File: src/rtl/clock_display_scan_pkg.sv
// Shared constants for the HH:MM 7-segment scanner: segment patterns, digit slots, digit count.
// CLOCK_DISP_SECONDS_EN widens the scan to HH:MM:SS (six digits).
package clock_disp_pkg;

  // Segment order is {g,f,e,d,c,b,a}, active-high.
  localparam logic [6:0] SEG_BLANK = 7'b0000000;
  localparam logic [6:0] SEG_DASH  = 7'b1000000;
  localparam logic [6:0] SEG_DIGIT [0:9] = '{
    7'b0111111, 7'b0000110, 7'b1011011, 7'b1001111, 7'b1100110,
    7'b1101101, 7'b1111101, 7'b0000111, 7'b1111111, 7'b1101111
  };

  localparam logic [2:0] DIG_HT = 3'd0;
  localparam logic [2:0] DIG_HU = 3'd1;
  localparam logic [2:0] DIG_MT = 3'd2;
  localparam logic [2:0] DIG_MU = 3'd3;
  localparam logic [2:0] DIG_ST = 3'd4;
  localparam logic [2:0] DIG_SU = 3'd5;

  function automatic int ndig();
`ifdef CLOCK_DISP_SECONDS_EN
    return 6;
`else
    return 4;
`endif
  endfunction

  localparam int NDIG = ndig();

  function automatic logic [6:0] seg_of(input logic [3:0] d);
    if (d > 4'd9) return SEG_DASH;
    return SEG_DIGIT[d];
  endfunction

endpackage

File: src/rtl/clock_display_scan_bin2bcd_60.sv
// Binary 0..59 to two BCD digits by compare-subtract; flags values above 59.
module bin2bcd_60 (
  input  logic [5:0] bin,
  output logic [2:0] tens,
  output logic [3:0] units,
  output logic       invalid
);

  always_comb begin
    invalid = (bin > 6'd59);
    tens    = 3'd0;
    units   = bin[3:0];
    if (bin >= 6'd50) begin
      tens  = 3'd5;
      units = 4'(bin - 6'd50);
    end else if (bin >= 6'd40) begin
      tens  = 3'd4;
      units = 4'(bin - 6'd40);
    end else if (bin >= 6'd30) begin
      tens  = 3'd3;
      units = 4'(bin - 6'd30);
    end else if (bin >= 6'd20) begin
      tens  = 3'd2;
      units = 4'(bin - 6'd20);
    end else if (bin >= 6'd10) begin
      tens  = 3'd1;
      units = 4'(bin - 6'd10);
    end
  end

endmodule

File: src/rtl/clock_display_scan.sv
// Time-multiplexed HH:MM scanner for a 7-segment display with frame-synchronous input snapshot.
// Define CLOCK_DISP_SECONDS_EN to add the two seconds digits (HH:MM:SS).
module clock_display_scan
  import clock_disp_pkg::*;
#(
  parameter int REFRESH_DIV    = 1024,
  parameter bit SEG_ACTIVE_LOW = 1'b0
) (
  input  logic            clk,
  input  logic            rst,
  input  logic            ena,
  input  logic [3:0]      hours,
  input  logic [5:0]      minutes,
  input  logic [5:0]      seconds,
  input  logic            am_pm,
  output logic [6:0]      seg,
  output logic            dp,
  output logic [NDIG-1:0] digit_sel
);

  localparam logic [15:0] CNT_LAST = 16'(REFRESH_DIV - 1);
  localparam logic [2:0]  IDX_LAST = 3'(NDIG - 1);
  localparam logic [6:0]  SEG_OFF  = {7{SEG_ACTIVE_LOW}};

  logic [15:0] refresh_cnt;
  logic [2:0]  digit_idx;
  logic [3:0]  snap_hr;
  logic [5:0]  snap_min;
  logic        snap_pm;
  logic        sec_even;

  logic [2:0] hr_tens, min_tens;
  logic [3:0] hr_units, min_units;
  logic       hr_inv, min_inv, hr_bad;
  logic [6:0] cur_seg;
  logic       cur_dp;

  bin2bcd_60 u_hr  (.bin({2'b00, snap_hr}), .tens(hr_tens),  .units(hr_units),  .invalid(hr_inv));
  bin2bcd_60 u_min (.bin(snap_min),         .tens(min_tens), .units(min_units), .invalid(min_inv));

  assign hr_bad = (snap_hr == 4'd0) || (snap_hr > 4'd12) || hr_inv;

`ifdef CLOCK_DISP_SECONDS_EN
  logic [5:0] snap_sec;
  logic [2:0] sec_tens;
  logic [3:0] sec_units;
  logic       sec_inv;
  bin2bcd_60 u_sec (.bin(snap_sec), .tens(sec_tens), .units(sec_units), .invalid(sec_inv));
  assign sec_even = ~snap_sec[0];
`else
  // Only the seconds LSB is kept: it drives the colon blink.
  logic snap_sec0;
  logic unused_sec;
  assign unused_sec = ^seconds[5:1];
  assign sec_even   = ~snap_sec0;
`endif

  always_comb begin
    cur_seg = SEG_BLANK;
    cur_dp  = 1'b0;
    case (digit_idx)
      DIG_HT: cur_seg = hr_bad ? SEG_DASH :
                        (hr_tens == 3'd0) ? SEG_BLANK : seg_of({1'b0, hr_tens});
      DIG_HU: begin
        cur_seg = hr_bad ? SEG_DASH : seg_of(hr_units);
        cur_dp  = sec_even;
      end
      DIG_MT: cur_seg = min_inv ? SEG_DASH : seg_of({1'b0, min_tens});
      DIG_MU: begin
        cur_seg = min_inv ? SEG_DASH : seg_of(min_units);
`ifdef CLOCK_DISP_SECONDS_EN
        cur_dp  = sec_even;
`else
        cur_dp  = snap_pm;
`endif
      end
`ifdef CLOCK_DISP_SECONDS_EN
      DIG_ST: cur_seg = sec_inv ? SEG_DASH : seg_of({1'b0, sec_tens});
      DIG_SU: begin
        cur_seg = sec_inv ? SEG_DASH : seg_of(sec_units);
        cur_dp  = snap_pm;
      end
`endif
      default: begin
        cur_seg = SEG_BLANK;
        cur_dp  = 1'b0;
      end
    endcase
  end

  always_ff @(posedge clk) begin
    if (rst) begin
      refresh_cnt <= '0;
      digit_idx   <= '0;
      snap_hr     <= 4'd12;
      snap_min    <= '0;
      snap_pm     <= 1'b0;
`ifdef CLOCK_DISP_SECONDS_EN
      snap_sec    <= '0;
`else
      snap_sec0   <= 1'b0;
`endif
      digit_sel   <= '0;
      seg         <= SEG_OFF;
      dp          <= SEG_ACTIVE_LOW;
    end else if (!ena) begin
      digit_sel <= '0;
      seg       <= SEG_OFF;
      dp        <= SEG_ACTIVE_LOW;
    end else begin
      // Digit is dark in the first and last cycle of its slot to avoid ghosting.
      digit_sel <= (refresh_cnt == '0 || refresh_cnt == CNT_LAST) ? '0 : NDIG'(1) << digit_idx;
      seg       <= cur_seg ^ SEG_OFF;
      dp        <= cur_dp ^ SEG_ACTIVE_LOW;
      if (refresh_cnt == CNT_LAST) begin
        refresh_cnt <= '0;
        if (digit_idx == IDX_LAST) begin
          digit_idx <= '0;
          snap_hr   <= hours;
          snap_min  <= minutes;
          snap_pm   <= am_pm;
`ifdef CLOCK_DISP_SECONDS_EN
          snap_sec  <= seconds;
`else
          snap_sec0 <= seconds[0];
`endif
        end else begin
          digit_idx <= digit_idx + 3'd1;
        end
      end else begin
        refresh_cnt <= refresh_cnt + 16'd1;
      end
    end
  end

endmodule

File: config.mk
export PLATFORM = sky130hd
export DESIGN_NAME = clock_display_scan
export DESIGN_NICKNAME = d
export VERILOG_FILES = /design/src/rtl/clock_display_scan_pkg.sv /design/src/rtl/clock_display_scan_bin2bcd_60.sv /design/src/rtl/clock_display_scan.sv
export SDC_FILE = /design/constraint.sdc
export NUM_CORES = 1
export LEC_CHECK = 0
export CAP_MARGIN = 20
export CORE_ASPECT_RATIO = 0.5
export CORE_MARGIN = 2
export CORE_UTILIZATION = 30
export DETAILED_ROUTE_END_ITERATION = 12
export SYNTH_ARGS = -nofsm -noshare
export SYNTH_HDL_FRONTEND = slang
export SYNTH_HIERARCHICAL = 1
export SYNTH_SLANG_ARGS = --single-unit
File: constraint.sdc
create_clock -name clk -period 4.05 [get_ports clk]
set_clock_uncertainty 0.15 [all_clocks]
set_input_delay 0.81 -clock clk [delete_from_list [all_inputs] [get_ports clk]]
set_output_delay 0.81 -clock clk [all_outputs]
set_load 0.01 [all_outputs]
---- Yosys cells after proc, flatten, opt, wreduce, memory -nomap -nowiden ----
Memories as Yosys holds them, arrays and structs flattened.
Index checks and enable logic that the tools add are counted.
operators by class
  add/subtract/negate cells ............... 12
  $lt $le $gt $ge ......................... 21
  eq/ne operators ......................... 4
  shifts and indexed selects .............. 1
  multiplexer cells ....................... 53
  bitwise gates (word level) .............. 6
  reductions and logical operators ........ 11
operators by type and width
  kind                     count
  $mux W7                  21
  $mux W4                  10
  $pmux W7 S4              1
  $mux W3                  9
  $sub A4 B4 Y4 const B    6
  $ge A5 B5 Y1 const B     4
  $add A16 B1 Y16 const B  1
  $eq A16 B10 Y1 const B   1
  $logic_not A16 Y1        1
  $mux W16                 1
  $ge A4 B6 Y1 const B     2
  $ge A6 B5 Y1 const B     2
  $ge A6 B6 Y1 const B     2
  $gt A4 B4 Y1 const B     3
  $sub A4 B3 Y4 const B    3
  $ge A4 B5 Y1 const B     2
  $mux W1                  10
  $not A3 Y5               2
  $not A4 Y5               2
  $gt A3 B4 Y1 const B     2
  $eq A3 B2 Y1 const B     2
  $ge A6 B4 Y1 const B     1
  $gt A4 B6 Y1 const B     1
  $gt A6 B6 Y1 const B     1
  other kinds (14)         18
storage, ports and cells
  register bits ........................... 43
  bits in read-only memories .............. 448
  input bits .............................. 20
  output and inout port bits .............. 12
  word-level logic and storage cells ...... 121
  memories kept ........................... 4
memory list
  name              depth  width  rd ports  clocked after Yosys merged registers in  write ports  RTL line                      text
  (name not given)  16     7      1         0                                        0            clock_display_scan_pkg.sv:32  return SEG_DIGIT[d];
  (name not given)  16     7      1         0                                        0            clock_display_scan_pkg.sv:32
  (name not given)  16     7      1         0                                        0            clock_display_scan_pkg.sv:32
  (name not given)  16     7      1         0                                        0            clock_display_scan_pkg.sv:32

---- Logic depth before layout (Yosys ltp) ----
Gate-level depths: netlist of the first run.
  depth in word-level cells ............... 14
  mapped depth ............................ 13
  depth with buffers taken out ............ 12

---- Cells and area by module ----
The synthesis of the first run kept the hierarchy.
modules (own cells, without submodules)
  module              times used  cells each  area each (um^2)
  clock_display_scan  1           303         2576.2
  bin2bcd_60          2           61          460.4

---- Worst setup path before layout of the first run ----
No wires, ideal clock.
  kind .................................... flip-flop to flip-flop
  from .................................... register snap_hr[2]
  to ...................................... register seg[4]
  library setup time ...................... 0.126 ns
  arrival ................................. 2.887 ns
  path slack .............................. 0.887 ns
  stages on the path, launching flop included .. 12
  period minus slack after synthesis ...... 3.163 ns
  cells stage by stage .................... dfxtp_1 -> inv_1 -> ha_1 -> a2111oi_4 -> nand2_1 -> a221o_1 -> xnor2_1 -> inv_1 -> ha_1 -> o311a_1 -> a32oi_1 -> o22ai_1
on the way
  word-level cells in the longest chain between the ends .. 14
  elaborated cells on any way between the ends .. 46
ends and longest elaborated chain
  item                                         RTL line                             text
  start: declaration                           clock_display_scan.sv:27             logic [3:0] snap_hr;
  start signal: assignment                     clock_display_scan.sv:119            snap_hr <= hours;
  $ge A4 B4 Y1                                 clock_display_scan_bin2bcd_60.sv:25  end else if (bin >= 6'd10) begin
  $mux W1                                      clock_display_scan_bin2bcd_60.sv:25
  $mux W3                                      clock_display_scan_bin2bcd_60.sv:22  end else if (bin >= 6'd20) begin
  $mux W3                                      clock_display_scan_bin2bcd_60.sv:19  end else if (bin >= 6'd30) begin
  $mux W3                                      clock_display_scan_bin2bcd_60.sv:16  end else if (bin >= 6'd40) begin
  $mux W3 (*)                                  clock_display_scan_bin2bcd_60.sv:13  if (bin >= 6'd50) begin
  named net hr_tens[0]                         clock_display_scan.sv:32             logic [2:0] hr_tens, min_tens;
  $not A3 Y5 (not written as such)             clock_display_scan_pkg.sv:32
  $mem_v2 Z16 W7                               -
  $mux W7 (not written as such) (2 in series)  clock_display_scan_pkg.sv:32
  $mux W7                                      clock_display_scan_pkg.sv:32
  $mux W7 (*)                                  clock_display_scan.sv:63             (hr_tens == 3'd0) ? SEG_BLANK : seg_of({1'b0, hr_tens});
  $mux W7 (*)                                  clock_display_scan.sv:62             DIG_HT: cur_seg = hr_bad ? SEG_DASH :
  $pmux W7 S4 (*)                              clock_display_scan.sv:61             case (digit_idx)
  end signal: assignment                       clock_display_scan.sv:113            seg <= cur_seg ^ SEG_OFF;
  end: declaration                             clock_display_scan.sv:16             output logic [6:0] seg,
Mark *: on every way through the listed nets, which the timed path passes. The rest lies on a longest branch. The select of a mux whose other input is x is not followed.
A chain may end at the register's enable or synchronous reset.

---- Final worst setup path of the first run ----
Ends and elaborated chain as after synthesis.

==> reports/metrics.cfg, run 1 <==
[layout]
drive_above_1_share_pct = 5.62
regArea_um2 = 861
stdcell_area_mm2 = 0.00406
multi_input_area_mm2 = 0.00244
fin_cells = 604
area_growth_pct = 16.2
num-fill-cells = 1168
final_net_count = 507
antenna_cells = 0

[sta]
hold_viol_final = 0
min_period_over_period_pct = 91.7
report.final.slew_viol_count = 0
rsz0062_at_grt = no
slew_headroom_pct = 48.8
min_period_ps = 3710
fmax_mhz = 269
setup-violations-final = 0
worstMarginPinSlew_ps = 765
whs_ps = 324
setup-tns-final_ps = 0

[clock_network]
clock-sinks = 43
cts_tree = yes
cts_max_level = 2
postCtsHoldBufs = 0
cts_root_buffer = clkbuf_16
post_cts_buffers = 0
clk_pin_slew_ps = 60
cts-resized-gates = 0
cts_buffer_depth = 2
clock_latency_ps = 280
numCtsBuffers = 5

[route]
ant_nets = 0
num_vias = 3043
routed_wl_um = 8090
wl_met3_um = 175
wl_per_cell_um = 13.4
routed.top_layer = met4
detail_route.vias_per_cell = 5.04
drt_first_pass_iters = 4
routed-wl-met2_um = 3720
wl_met1_um = 4160
drc = 0
drtIter0Drc = 127

[min_path]
min_to = snap_pm
whs_path_depth = 2
hold_start = snap_pm
hp-class = reg2reg

[power_and_ir_drop]
vdd_drop_max_mv = 0.146
combPwrFrac_pct = 10.3
switching_share_pct = 21.8
power_frac_seq_pct = 44.3
leakage_uw = 0.00152
power_density_mw_per_mm2 = 240
power.share.clock_pct = 45.4
net-switching-power_uw = 213
power.internal_uw = 763

[worst_setup_path]
end_kind = flip-flop
critPathRequiredTime_ps = 4060
rrSetupSlack_ps = 340
critical_path.reg2reg.startpoint = snap_hr[2]
crit_type = reg2reg
rr_endpoint = seg[4]
worstPathMaxFanout = 8
r2r_cells = 11
cp-start-kind = flip-flop
cp_data_arrival_time_ps = 3720

[grt]
first_global_vias = 2937
grt_use_total_pct = 13.9
grt_antenna_before_repair = 0
grt_overflow = 0
grt_max_degree = 24
grt_pass1_wl_um = 14100

[logic_synthesis]
yosysWarnings = 6
synth_top_area_cell = dfxtp_1
yosysUniqueCellTypes = 60
yosysTopAreaCellShare_pct = 24.6
synth.yosys.seq_area_share_pct = 24.6
synthTopCellsByArea = dfxtp_1 (25%), ha_1 (15%), a21oi_1 (4.4%)
avgSynthCellArea_um2 = 8.23
synth-main-ff-cell = dfxtp_1
syn_inst = 425
syn-cell-area_mm2 = 0.00350
synth-edff-count = 0
ys_async_sr_fraction_pct = 0
synth_seq_cells = 43

[floorplan]
die_area_mm2 = 0.0126
ios = 32
die_w_um = 157
core-area_mm2 = 0.0112
dieHeight_um = 80.3
start_util_pct = 31.3
rows = 27

[place]
place_area_mm2 = 0.00391
gp_routability_congestion = 0.835
hpwl_um = 5980
placed_cells = 597
portBuffers = 26

[flow_run]
maxCapViolCount = 0

[outcome]
status = completed

-- registers in the layout, indices dropped and copies added, names as in the netlist, 3 cells and up --
register and count:
refresh_cnt 16, seg 7, snap_min 6, digit_sel 4, snap_hr 4, digit_idx 3
-- area by class of cell --
class	instances	share of cell area [%]
Timing Repair Buffer	32	7.51
Inverter	26	2.40
Clock inverter	1	0.739
Multi-Input combinational cell	337	60.1
Sequential cell	43	21.2
Tap cell	159	4.90
Clock buffer	6	3.17
-- synthesized netlist by cell type (3+ instances only) --
cell / instances
o21ai_0: 15
buf_2: 8
nand4_1: 19
a21o_1: 6
nor3_1: 8
nor2_1: 33
or3_1: 7
buf_4: 4
o22ai_1: 6
nor2b_1: 7
and3_1: 3
dfxtp_1: 43
nor4_1: 7
a211oi_1: 3
a22oi_1: 7
and2_1: 7
xnor2_1: 12
or4_1: 5
a31oi_1: 6
nand2_1: 25
a2bb2oi_1: 3
and4_1: 3
clkbuf_1: 9
nand3_1: 8
xor2_1: 5
inv_1: 26
nand3b_1: 4
o31ai_1: 5
nand2b_1: 13
mux2_2: 3
ha_1: 42
a21oi_1: 31
-- through the flow --
step           util, %  setup WS, ps  power, uW
2_1_floorplan        -           887        503
3_3_place_gp      34.9           416        538
3_5_place_dp      34.9           364        538
4_1_cts           36.3           321        987
5_1_grt           36.3          33.4       1020
6_report          36.3           337        976
-- worst max-delay path by stage --
stage                     endpoint  depth (start not counted)       start  slack (ps)
final                       seg[4]                         11  snap_hr[2]         340
after global placement      seg[4]                         11  snap_hr[2]         420
after CTS                   seg[4]                         11  snap_hr[2]         320
after floorplan             seg[4]                         11  snap_hr[2]         890
after global routing        seg[4]                         11  snap_hr[2]          30
after detailed placement    seg[4]                         11  snap_hr[2]         360
-- cell usage in the layout (no fill, tap or decap), drive strengths merged, types with 4 or more instances in the layout --
cell type / count
a211oi: 5
a2111oi: 4
nor4: 8
clkdlybuf4s50: 26
a22oi: 7
clkbuf: 6
a21o: 6
nand2b: 13
or4: 5
nand2: 25
inv: 26
conb: 4
dfxtp: 43
nand3b: 4
a31oi: 6
o21ai: 15
or3: 7
nand3: 8
buf: 6
ha: 42
o22ai: 6
nor2b: 7
xnor2: 12
a21oi: 31
nand4: 20
nor3: 8
and2: 7
nor2: 33
o31ai: 5
xor2: 5
-- logic make-up (layout without fill, tap and decap cells) --
family | count (synthesis) | count (layout) | synth area share, %
AO/OA/AOI/OAI | 112 | 112 | 22.8
XOR/XNOR | 17 | 17 | 4.26
adder cells (fa/ha/maj) | 42 | 42 | 15.0
buffers and inverters | 48 | 65 | 5.87
flip-flops | 43 | 43 | 24.6
multiplexers | 5 | 5 | 1.54
other | 1 | 4 | 0.107
AND/OR/NAND/NOR | 157 | 157 | 25.8
-- power by group through the flow --
stage	Combinational (uW)	Sequential, uW	Clock, uW
after floorplan	60.1	443	0
after global placement	95.8	442	0
after detailed placement	96.6	442	0
after CTS	97.6	432	458
after global routing	113	433	479
final	101	432	443
-- metal layers --
metal  track usage [%]  up-vias
li1                  -     1596
met1              18.2     1413
met2              23.2       32
met3              2.97        2
met4              3.85        0
met5                 0        -
-- critical path, cell delays in order (launching register included) --
cell and delay (ps):
dfxtp_1 480, inv_1 220, ha_1 290, a2111oi_4 430, nand2_1 100, a221o_1 430, xnor2_1 350, inv_1 160
ha_1 210, o311a_1 410, a32oi_1 240, o22ai_1 110
Power figures use the tool's default switching activity.
==> run 2, diff against run 1 <==
--- a/config.mk
+++ b/config.mk
@@ -6,9 +6,10 @@
 export NUM_CORES = 1
 export LEC_CHECK = 0
-export CAP_MARGIN = 20
+export CAP_MARGIN = 15
 export CORE_ASPECT_RATIO = 0.5
 export CORE_MARGIN = 2
-export CORE_UTILIZATION = 30
+export CORE_UTILIZATION = 46
 export DETAILED_ROUTE_END_ITERATION = 12
+export PLACE_DENSITY = 0.66
 export SYNTH_ARGS = -nofsm -noshare
 export SYNTH_HDL_FRONTEND = slang
--- a/constraint.sdc
+++ b/constraint.sdc
@@ -3,3 +3,3 @@
 set_input_delay 0.81 -clock clk [delete_from_list [all_inputs] [get_ports clk]]
 set_output_delay 0.81 -clock clk [all_outputs]
-set_load 0.01 [all_outputs]
+set_load 0.05 [all_outputs]
==> reports/metrics.cfg, run 2 (synthesis gave the netlist of run 1 again) <==
[place]
gp_routability_congestion = 0.856  ; +2.5%
hpwl_um = 5840  ; -2.5%
portBuffers = 26  ; unchanged
pre_cts_ws_ps = 397  ; +32.5 ps

[floorplan]
rows = 22  ; -19%
core-area_mm2 = 0.00735  ; -34%
die_w_um = 127  ; -19%
ios = 32  ; unchanged
die_area_mm2 = 0.00836  ; -34%
start_util_pct = 47.6  ; +16 points
dieHeight_um = 65.7  ; -18%

[min_path]
min_to = snap_pm
hp-class = reg2reg
hold_start = snap_pm
whs_path_depth = 2  ; unchanged

[clock_network]
cts-resized-gates = 0  ; unchanged
cts_tree = yes
cts_buffer_depth = 2  ; unchanged
cts_root_buffer = clkbuf_16
postCtsHoldBufs = 0  ; unchanged
numCtsBuffers = 5  ; unchanged
cts_max_level = 2  ; unchanged
post_cts_buffers = 0  ; unchanged
clock_latency_ps = 290  ; about the same
clock-sinks = 43  ; unchanged
clk_pin_slew_ps = 60  ; about the same

[sta]
min_period_over_period_pct = 92.1  ; +0.40 points
worstMarginPinSlew_ps = 748  ; -17.7 ps
whs_ps = 331  ; +7.36 ps
setup-violations-final = 0  ; unchanged
report.final.slew_viol_count = 0  ; unchanged
hold_viol_final = 0  ; unchanged
min_period_ps = 3730  ; +16.1 ps
setup_ws_ps = 321  ; -16.1 ps
slew_headroom_pct = 49.7  ; +0.97 points
setup-tns-final_ps = 0  ; unchanged
rsz0062_at_grt = no
fmax_mhz = 268  ; -0.43%

[power_and_ir_drop]
leakage_uw = 0.00153  ; +0.69%
power_density_mw_per_mm2 = 256  ; +6.8%
vdd_drop_max_mv = 0.163  ; +12%
power_uw = 1030  ; +5.2%

[route]
drc = 0  ; unchanged
routed_wl_um = 7890  ; -2.5%
num_vias = 3073  ; +0.99%
detail_route.vias_per_cell = 5.67  ; +13%
drt_first_pass_iters = 4  ; unchanged
ant_nets = 0  ; unchanged
wl_per_cell_um = 14.6  ; +8.7%
drtIter0Drc = 240  ; +89%

[worst_setup_path]
cp-start-kind = flip-flop
critPathSlowestCell = dfxtp_1
cp_data_arrival_time_ps = 3740  ; +20 ps
end_kind = flip-flop
crit_type = reg2reg
rrSetupSlack_ps = 320  ; -20 ps
critPathRequiredTime_ps = 4060  ; about the same
r2r_cells = 11  ; unchanged
cpPeakStageDelay_ps = 490  ; about the same
worstPathMaxFanout = 8  ; unchanged
path_buf_inv = 2  ; unchanged
crit_family = compound AO/OA/AOI/OAI gates
worstPathCellList = inv_1, ha_1, a2111oi_4, nand2_1, a221o_1, xnor2_1, inv_1, ha_1, o311a_1, a22oi_1, o22ai_1
rr_endpoint = seg[2]
critical_path.reg2reg.startpoint = snap_hr[2]

[grt]
grt_pass1_wl_um = 13500  ; -4.3%
first_global_vias = 2805  ; -4.5%
grt_overflow = 0  ; unchanged
grt_antenna_before_repair = 0  ; unchanged
grt_max_degree = 23  ; -4.2%
grt_use_total_pct = 19.9  ; +6.0 points

[layout]
largest_reg_flops = 16  ; unchanged
layout_commonest_cell = dfxtp_1
area_growth_pct = 14.5
drive_above_1_share_pct = 6.05  ; +0.44 points
regMostFlops = refresh_cnt
fin_util_pct = 54.5  ; +18 points
final_net_count = 507  ; unchanged
layout_common_cells = dfxtp_1 (43), ha_1 (42), nor2_1 (33)
antenna_cells = 0  ; unchanged
largest_registers = refresh_cnt x16, seg x7, snap_min x6

[flow_run]
maxCapViolCount = 0  ; unchanged

[outcome]
status = completed

-- run 2: cell types whose count changed in the layout (fill, tap and decap cells not counted), sizes merged --
cell,previous run,this run
inv,26,27
-- run 2: layout make-up --
| type | instances | area, um2 |
|---|---|---|
| well taps | 96 | 120 |
| clock buffers | 6 | 139 |
| fillers | 686 | 3350 |
| flip-flops and latches | 43 | 861 |
| repair buffers | 32 | 305 |
| multi-input cells | 337 | 2440 |
| clock inverters | 2 | 38.8 |
| inverters | 26 | 97.6 |
-- run 2: how the worst max path moves through the flow --
| stage | startpoint | end | cells after the start | slack (ps) |
|---|---|---|---|---|
| floorplan | snap_hr[2] | seg[4] | 11 | 890 |
| global placement | snap_hr[2] | seg[4] | 11 | 450 |
| detailed placement | snap_hr[2] | seg[4] | 11 | 400 |
| CTS | snap_hr[2] | seg[4] | 11 | 370 |
| global route | snap_hr[2] | seg[2] | 11 | 60 |
| finish | snap_hr[2] | seg[2] | 11 | 320 |
-- run 2: worst min-delay path: cells and delay by family, from the launching register on --
kind           cells  cell delay [ps]
flip-flops         1              310
AO/OA/AOI/OAI      2              130
-- run 2: power breakdown --
part           switching, uW  internal, uW  leakage (uW)
logic                   67.7          46.3       0.00110
registers               2.88           429      0.000348
clock network            171           310     0.0000875
total                    242           785       0.00153
-- run 2: per-stage QoR --
step | cells | instance area [um2]
6_report | 542 | 4000
3_5_place_dp | 534 | 3830
2_1_floorplan | 428 | 3510
5_1_grt | 542 | 4000
3_3_place_gp | 534 | 3830
4_1_cts | 542 | 4000
-- run 2: metal layers --
metal	GRT usage (%)	share of wire [%]
met1	28.1	54
met2	31.2	43
met3	4.32	2.5
met4	4.40	0.77
met5	0	0
